$ cat config.mk
export PLATFORM = sky130hd
export DESIGN_NAME = ser_stream_tx
export DESIGN_NICKNAME = d
export VERILOG_FILES = /design/src/rtl/ser_stream_tx.sv
export SDC_FILE = /design/constraint.sdc
export NUM_CORES = 1
export LEC_CHECK = 0
export CAP_MARGIN = 5
export CORE_MARGIN = 2
export CORE_UTILIZATION = 45
export DETAILED_ROUTE_END_ITERATION = 12
export GPL_TIMING_DRIVEN = 0
export PLACE_DENSITY_LB_ADDON = 0.05
export SLEW_MARGIN = 20
export SYNTH_ARGS = -nofsm -noshare
export SYNTH_HDL_FRONTEND = slang
export SYNTH_SLANG_ARGS = --single-unit
$ cat constraint.sdc
create_clock -name clk -period 1.9 [get_ports clk]
set_input_delay 0.57 -clock clk [delete_from_list [all_inputs] [get_ports clk]]
set_output_delay 0.57 -clock clk [all_outputs]
set_load 0.01 [all_outputs]
$ cat src/rtl/ser_stream_tx.sv
`default_nettype none
// ============================================================================
// Module   : ser_stream_tx
// Purpose  : WIDTH-bit valid/ready word in, one serial bit per clk out, with
//            back-to-back words contiguous. Define SER_PARITY_EN for a trailing
//            even-parity cycle after every word.
// Revision : 1.0
// ============================================================================
module ser_stream_tx #(
    parameter int   WIDTH      = 16,
    parameter bit   MSB_FIRST  = 1'b1,
    parameter logic IDLE_LEVEL = 1'b0
) (
    input  logic             clk,
    input  logic             rst,
    input  logic [WIDTH-1:0] datain,
    input  logic             in_valid,
    output logic             in_ready,
    output logic             dataout,
    output logic             frame,
    output logic             next,
    output logic             busy
);
    localparam int                 C_CNT_W = $clog2(WIDTH);
    localparam logic [C_CNT_W-1:0] C_LAST  = C_CNT_W'(WIDTH - 1);

`ifdef SER_PARITY_EN
    typedef enum logic [1:0] {
        ST_IDLE   = 2'd0,
        ST_SHIFT  = 2'd1,
        ST_PARITY = 2'd2
    } state_t;
`else
    typedef enum logic [1:0] {
        ST_IDLE  = 2'd0,
        ST_SHIFT = 2'd1
    } state_t;
`endif

    state_t             r_state, w_state_nxt;
    logic [WIDTH-1:0]   r_shift, w_shift_nxt;
    logic [C_CNT_W-1:0] r_count, w_count_nxt;
    logic               r_next;
    logic               w_cur_bit;
    logic [WIDTH-1:0]   w_shifted;
    logic               w_ready;
    logic               w_accept;
    logic               w_dout;
    logic               w_frame;
`ifdef SER_PARITY_EN
    logic               r_parity, w_parity_nxt;
`endif

    generate
        if (MSB_FIRST) begin : g_msb_first
            assign w_cur_bit = r_shift[WIDTH-1];
            assign w_shifted = {r_shift[WIDTH-2:0], 1'b0};
        end else begin : g_lsb_first
            assign w_cur_bit = r_shift[0];
            assign w_shifted = {1'b0, r_shift[WIDTH-1:1]};
        end
    endgenerate

    always_comb begin
        w_state_nxt  = r_state;
        w_shift_nxt  = r_shift;
        w_count_nxt  = r_count;
        w_ready      = 1'b0;
        w_dout       = IDLE_LEVEL;
        w_frame      = 1'b0;
`ifdef SER_PARITY_EN
        w_parity_nxt = r_parity;
`endif
        case (r_state)
            ST_IDLE: begin
                w_ready = 1'b1;
            end
            ST_SHIFT: begin
                w_dout      = w_cur_bit;
                w_frame     = 1'b1;
                w_shift_nxt = w_shifted;
                if (r_count == C_LAST) begin
                    w_count_nxt = '0;
`ifdef SER_PARITY_EN
                    w_state_nxt = ST_PARITY;
`else
                    // Last data bit: a new word may be taken with no gap.
                    w_ready     = 1'b1;
                    w_state_nxt = ST_IDLE;
`endif
                end else begin
                    w_count_nxt = r_count + C_CNT_W'(1);
                end
            end
`ifdef SER_PARITY_EN
            ST_PARITY: begin
                w_dout      = r_parity;
                w_ready     = 1'b1;
                w_state_nxt = ST_IDLE;
            end
`endif
            default: begin
                w_state_nxt = ST_IDLE;
            end
        endcase

        w_accept = in_valid && w_ready;
        if (w_accept) begin
            w_state_nxt  = ST_SHIFT;
            w_shift_nxt  = datain;
            w_count_nxt  = '0;
`ifdef SER_PARITY_EN
            w_parity_nxt = ^datain;
`endif
        end
    end

    always_ff @(posedge clk) begin
        if (!rst) begin
            r_state  <= ST_IDLE;
            r_shift  <= '0;
            r_count  <= '0;
            r_next   <= 1'b0;
`ifdef SER_PARITY_EN
            r_parity <= 1'b0;
`endif
        end else begin
            r_state  <= w_state_nxt;
            r_shift  <= w_shift_nxt;
            r_count  <= w_count_nxt;
            r_next   <= w_accept;
`ifdef SER_PARITY_EN
            r_parity <= w_parity_nxt;
`endif
        end
    end

    // Outputs are forced quiet while reset is held, not only after its edge.
    assign in_ready = rst & w_ready;
    assign dataout  = rst ? w_dout : IDLE_LEVEL;
    assign frame    = rst & w_frame;
    assign next     = rst & r_next;
    assign busy     = rst & (r_state != ST_IDLE);

endmodule
`default_nettype wire
==> flow_metrics.py, run 1 <==
metrics = {
    "drt": {
        "antenna_left": 0,
        "first_pass_iters": 4,
        "drc": 0,
        "drt_iter0_drc": 44,
        "wl_per_cell_um": 16.4,
        "vias_per_cell": 6.08,
        "routed_wl_um": 3580,
        "via_count": 1325,
    },
    "outcome": {
        "status": "complete, no violations",
    },
    "placed_design": {
        "place.gp.congestion": 0.759,
        "dp.cells": 211,
        "io_buffer_count": 22,
        "dp_hpwl_um": 2370,
    },
    "synth": {
        "postSynthCellCount": 158,
        "yosysSeqAreaShare_pct": 32.9,
        "syn_avg_cell_area_um2": 8.47,
        "synth_area_leaders": "dfxtp_1 33%, mux2i_1 11%, o21a_1 9.0%",
        "yosysMostFrequentCell": "nor3_1",
        "synth_top_area_cell": "dfxtp_1",
        "synth_flop_cell": "dfxtp_1",
        "synth.distinct_cells": 29,
        "syn_nets": 178,
        "synth_seq_cells": 22,
        "synth_top_area_share_pct": 32.9,
        "syn_area_um2": 1340,
        "ys_top_cells_by_count": "23 x nor3_1, 22 x dfxtp_1, 21 x o21ai_0, 16 x o21a_1, 15 x mux2i_1",
        "synth_warnings": 0,
        "synth_edf_count": 0,
        "async_flop_share_pct": 0,
    },
    "floorplanning": {
        "rows": 19,
        "die_h_um": 58.5,
        "core-area_um2": 2780,
        "die_x_um": 58.5,
        "ios": 24,
        "dieArea_um2": 3420,
        "start_util_pct": 48.1,
    },
    "sta": {
        "fin_crit_ps": 1860,
        "period_share_pct": 98.0,
        "finalMaxSlewViolations": 0,
        "fmax_mhz": 537,
        "worst_pin_slew_ps": 519,
        "finalSetupViolCount": 0,
        "relSlewSlack_pct": 65.4,
        "skew_ps": 2.98,
        "final_hold_viol_count": 0,
        "tns_ps": 0,
    },
    "worst_setup_path": {
        "cp-end-kind": "output port",
        "crit_path_start_kind": "input pin",
        "cp_cell_sequence": "buf_4 -> buf_8 -> and2_1 -> dlygate4sd2_1",
        "path_max_fanout": 10,
        "crit_required_ps": 1330,
        "cp_slowest_stage_delay_ps": 280,
        "slowest_stage": "dlygate4sd2_1",
        "worstSetupPathType": "in -> out",
        "cp.arrival_ps": 1290,
    },
    "pwr": {
        "ir_drop_v": 0.000372,
        "power.total_w": 0.00103,
        "leakagePower_nw": 0.679,
        "power_density_nw_per_um2": 598,
    },
    "layout": {
        "final_util_pct": 62.0,
        "layout-drive-gt1-share_pct": 19.8,
        "fin_cells": 218,
        "diodes": 0,
        "nets": 208,
        "syn_to_final_growth_pct": 29.0,
    },
    "clocking": {
        "cts_max_level": 1,
        "cts.sinks": 22,
        "holdBufCountCts": 0,
        "numCtsBuffers": 3,
        "cts_tree": "built",
        "root_buffer": "clkbuf_4",
        "clockBufferDepth": 2,
        "clk-insertion-delay-late_ps": 310,
        "clkTransAtPathRegs_ps": 130,
    },
    "global_routing": {
        "grt_max_degree": 20,
        "grt.met3_usage_pct": 1.98,
        "overflow": 0,
        "antenna_found_initial": 0,
        "grt_pass1_vias": 1207,
        "grt_first_pass_wirelength_um": 5610,
        "use_met2_pct": 37.9,
        "top_usage_layer": "met2",
        "grtUsageMet1_pct": 27.5,
        "gr-usage-all-layers_pct": 21.6,
    },
    "run": {
        "maxCapViolCount": 0,
    },
    "worst_hold_path": {
        "hp-class": "reg -> reg",
    },
}
## final cells by class
| class | instances | area [um^2] |
|---|---|---|
| Sequential cell | 22 | 452 |
| Multi-Input combinational cell | 119 | 810 |
| Inverter | 2 | 17.5 |
| Fill cell | 252 | 1060 |
| Clock buffer | 4 | 36.3 |
| Timing Repair Buffer | 27 | 244 |
| Buffer | 13 | 128 |
| Tap cell | 31 | 38.8 |
## worst max-delay path, delay by kind of cell
family,cells,cell delay [ps]
buffers and inverters,3,590
AND/OR/NAND/NOR,1,130
## path summary, 6_finish.rpt
kind,to,cells after the start,slack [ps],startpoint
max,next,4,40,rst
min reg2reg,r_shift[15],1,560,r_shift[14]
min,r_shift[15],1,560,r_shift[14]
max reg2reg,r_shift[2],7,360,r_count[1]
## power breakdown
group / total (W) / switching [W] / internal (W)
clock: 0.000267 / 0.000150 / 0.000117
sequential: 0.000512 / 0.0000240 / 0.000488
combinational: 0.000253 / 0.000118 / 0.000135
## placed cells by master (no fill, tap or decap), drive strengths merged, types with 2 or more instances in the layout
master | netlist | layout
buf | 13 | 19
dlygate4sd2 | 0 | 3
nor3 | 27 | 27
a21oi | 4 | 4
clkbuf | 2 | 5
nor3b | 3 | 3
and3 | 2 | 2
and2 | 2 | 2
o21ai | 31 | 31
o21a | 16 | 16
o211a | 2 | 2
inv | 2 | 2
clkdlybuf4s50 | 0 | 17
mux2i | 15 | 15
nand2 | 3 | 3
nor2 | 5 | 5
dfxtp | 22 | 22
## flip-flops by register name, summed over array words and instances (netlist names)
register and count:
r_shift 16, r_count 4, r_next 1, r_state 1
## routing by layer
layer / vias up / share of wire (%)
met5: - / 0
met4: 0 / 1.7
met3: 7 / 4.5
met2: 40 / 51
met1: 638 / 43
li1: 640 / -
## through the flow
step / cell area (um^2) / hold WS, ps / setup slack [ps]
finish: 1730 / 562 / 37.8
floorplan: 1340 / 486 / 132
CTS: 1680 / 554 / 17.2
global placement: 1600 / 508 / -535
global route: 1730 / 572 / -11.8
detailed placement: 1600 / 524 / -522
## timing repair
action,in CTS,in global routing
setup endpoints to repair,5,3
setup buffers,1,4
pin swaps,1,2
resized for setup,32,5
hold endpoints to repair,0,0
## cells by family after synthesis
family | share of synthesized area, %
xor gates and xnor gates | 0.655
adders and majority gates | 0.935
AOI/OAI and AO/OA | 25.8
buffers and inverters | 8.89
DFF | 32.9
and+or+nand+nor | 18.7
muxes | 12.1
No activity file was read; power rests on OpenSTA's default activity.
==> inputs of run 2 (changes only) <==
--- a/config.mk
+++ b/config.mk
@@ -6,8 +6,8 @@
 export NUM_CORES = 1
 export LEC_CHECK = 0
 export CAP_MARGIN = 5
-export CORE_MARGIN = 2
-export CORE_UTILIZATION = 45
+export CORE_MARGIN = 3
+export CORE_UTILIZATION = 52
 export DETAILED_ROUTE_END_ITERATION = 12
 export GPL_TIMING_DRIVEN = 0
 export PLACE_DENSITY_LB_ADDON = 0.05
==> run 2 against run 1 <==
Net effect:
- routed wire length fell by 0.39%
- clock-buffer cell count fell by 1
- cell count fell by 2.3%
- via count fell by 1.3%
- register-to-register slack got worse by 40 ps
- critical path depth did not move
- worst hold slack got worse by 13 ps
- final area fell by 0.80%
- setup slack got worse by 3.8 ps
- sequential share of layout area rose by 0.21 points
- first-iteration DRC count fell by 27%
- total power rose by 9.8%
- critical endpoint unchanged
==> flow_metrics.py, run 2 (synthesized netlist as in run 1, its figures left out) <==
metrics = {
    "clocking": {
        "cts.sinks": 22,
        "clk-insertion-delay-late_ps": 320,
        "root_buffer": "clkbuf_4",
        "numCtsBuffers": 3,
        "cts_max_level": 1,
        "cts_tree": "built",
        "holdBufCountCts": 0,
        "clkTransAtPathRegs_ps": 130,
        "clockBufferDepth": 2,
    },
    "sta": {
        "fmax_mhz": 536,
        "finalSetupViolCount": 0,
        "finalMaxSlewViolations": 0,
        "worst_pin_slew_ps": 541,
        "period_share_pct": 98.2,
        "relSlewSlack_pct": 63.9,
        "skew_ps": 8.37,
        "final_hold_viol_count": 0,
        "rsz0062_at_grt": "false",
        "fin_crit_ps": 1870,
    },
    "global_routing": {
        "antenna_found_initial": 0,
        "grt_max_degree": 20,
        "gr-usage-all-layers_pct": 23.0,
        "grt_first_pass_wirelength_um": 5880,
        "grt_pass1_vias": 1345,
        "overflow": 0,
    },
    "floorplanning": {
        "core-area_um2": 2320,
        "start_util_pct": 57.7,
        "ios": 24,
        "die_h_um": 56.7,
        "rows": 17,
        "die_x_um": 56.7,
        "dieArea_um2": 3220,
    },
    "worst_setup_path": {
        "cp.arrival_ps": 1300,
        "cp-end-kind": "output port",
        "r2r-end": "r_shift[7]",
        "crit_start": "rst",
        "reg2reg_from": "r_count[1]",
        "crit_end": "next",
        "crit_path_start_kind": "input pin",
        "worstSetupPathType": "in -> out",
        "rr_worst_depth": 6,
        "r2r_slack_ps": 320,
        "path_max_fanout": 10,
        "crit_required_ps": 1330,
    },
    "layout": {
        "final_util_pct": 73.8,
        "diodes": 0,
        "final_common_cell": "nor3_1",
        "multi_input_area_um2": 802,
        "nFillCells": 175,
        "nets": 206,
        "reg.largest.list": "r_shift (16), r_count (4)",
        "ff_latch_area_um2": 452,
        "largest_register_ffs": 16,
        "fin_area_um2": 1710,
        "top_register": "r_shift",
        "layout-drive-gt1-share_pct": 18.9,
        "layout_common_cells": "23 x nor3_1, 21 x o21ai_0, 19 x dfxtp_1",
        "syn_to_final_growth_pct": 28.0,
    },
    "drt": {
        "routed_wl_um": 3570,
        "wl_per_cell_um": 16.7,
        "antenna_left": 0,
        "vias_per_cell": 6.14,
        "via_count": 1308,
        "drt_iter0_drc": 32,
        "first_pass_iters": 4,
        "drc": 0,
    },
    "pwr": {
        "power_density_nw_per_um2": 662,
        "leakagePower_nw": 0.674,
        "ir_drop_v": 0.000644,
    },
    "outcome": {
        "status": "complete, no violations",
    },
    "placed_design": {
        "dp_hpwl_um": 2400,
        "dpl_cell_area_um2": 1590,
        "place.gp.congestion": 0.804,
        "io_buffer_count": 22,
    },
    "worst_hold_path": {
        "hp-class": "reg -> reg",
    },
    "run": {
        "maxCapViolCount": 0,
    },
}
run 2: critical path, cell delays in order:
cell and delay, ps:
buf_4 150, clkbuf_8 170, and2_1 130, dlygate4sd2_1 280
run 2: cell type report:
type | count | share of cell area, %
clock buffers | 3 | 1.32
repair buffers | 26 | 13.8
multi-input cells | 119 | 46.9
clock inverters | 1 | 1.75
well taps | 28 | 2.05
flip-flops and latches | 22 | 26.4
plain buffers | 12 | 7.09
inverters | 2 | 0.731
run 2: how the worst min path moves through the flow:
stage,from,to,slack (ps),cells after the start
global route,rst,r_shift[12],540,3
CTS,rst,r_shift[12],540,3
finish,r_shift[0],r_shift[1],550,1
detailed placement,r_shift[0],r_shift[1],510,1
global placement,r_shift[0],r_shift[1],500,1
floorplan,r_shift[0],r_shift[1],490,1
run 2: per-stage QoR:
stage | power [W] | TNS [ps] | worst slack (ps) | std cells | hold WS [ps]
6_report | 0.00113 | 0 | 34.0 | 213 | 548
4_1_cts | 0.00113 | 0 | 12.2 | 211 | 543
5_1_grt | 0.00118 | 0 | 9.04 | 213 | 543
3_3_place_gp | 0.000750 | -2910 | -483 | 208 | 496
2_1_floorplan | 0.000674 | 0 | 132 | 158 | 486
3_5_place_dp | 0.000761 | -3340 | -515 | 208 | 513
run 2: repair_timing:
action | CTS | global route
gates resized for setup | 28 | 5
setup endpoints to repair | 5 | 3
pin swaps | 0 | 2
buffers inserted | 1 | 3
run 2: per-layer routing:
| layer | vias to the layer above | track usage, % | wire [um] |
|---|---|---|---|
| met5 | - | 0 | 0 |
| met4 | 0 | 7.46 | 27 |
| met3 | 4 | 5.98 | 178 |
| met2 | 36 | 40.4 | 1850 |
| met1 | 635 | 26.7 | 1510 |
| li1 | 633 | - | - |
run 2: power breakdown:
group	internal, W	leakage, nW	switching (W)
Clock	0.000213	0.0279	0.000156
Combinational	0.000134	0.463	0.000117
Sequential	0.000488	0.183	0.0000248
Total	0.000835	0.674	0.000298
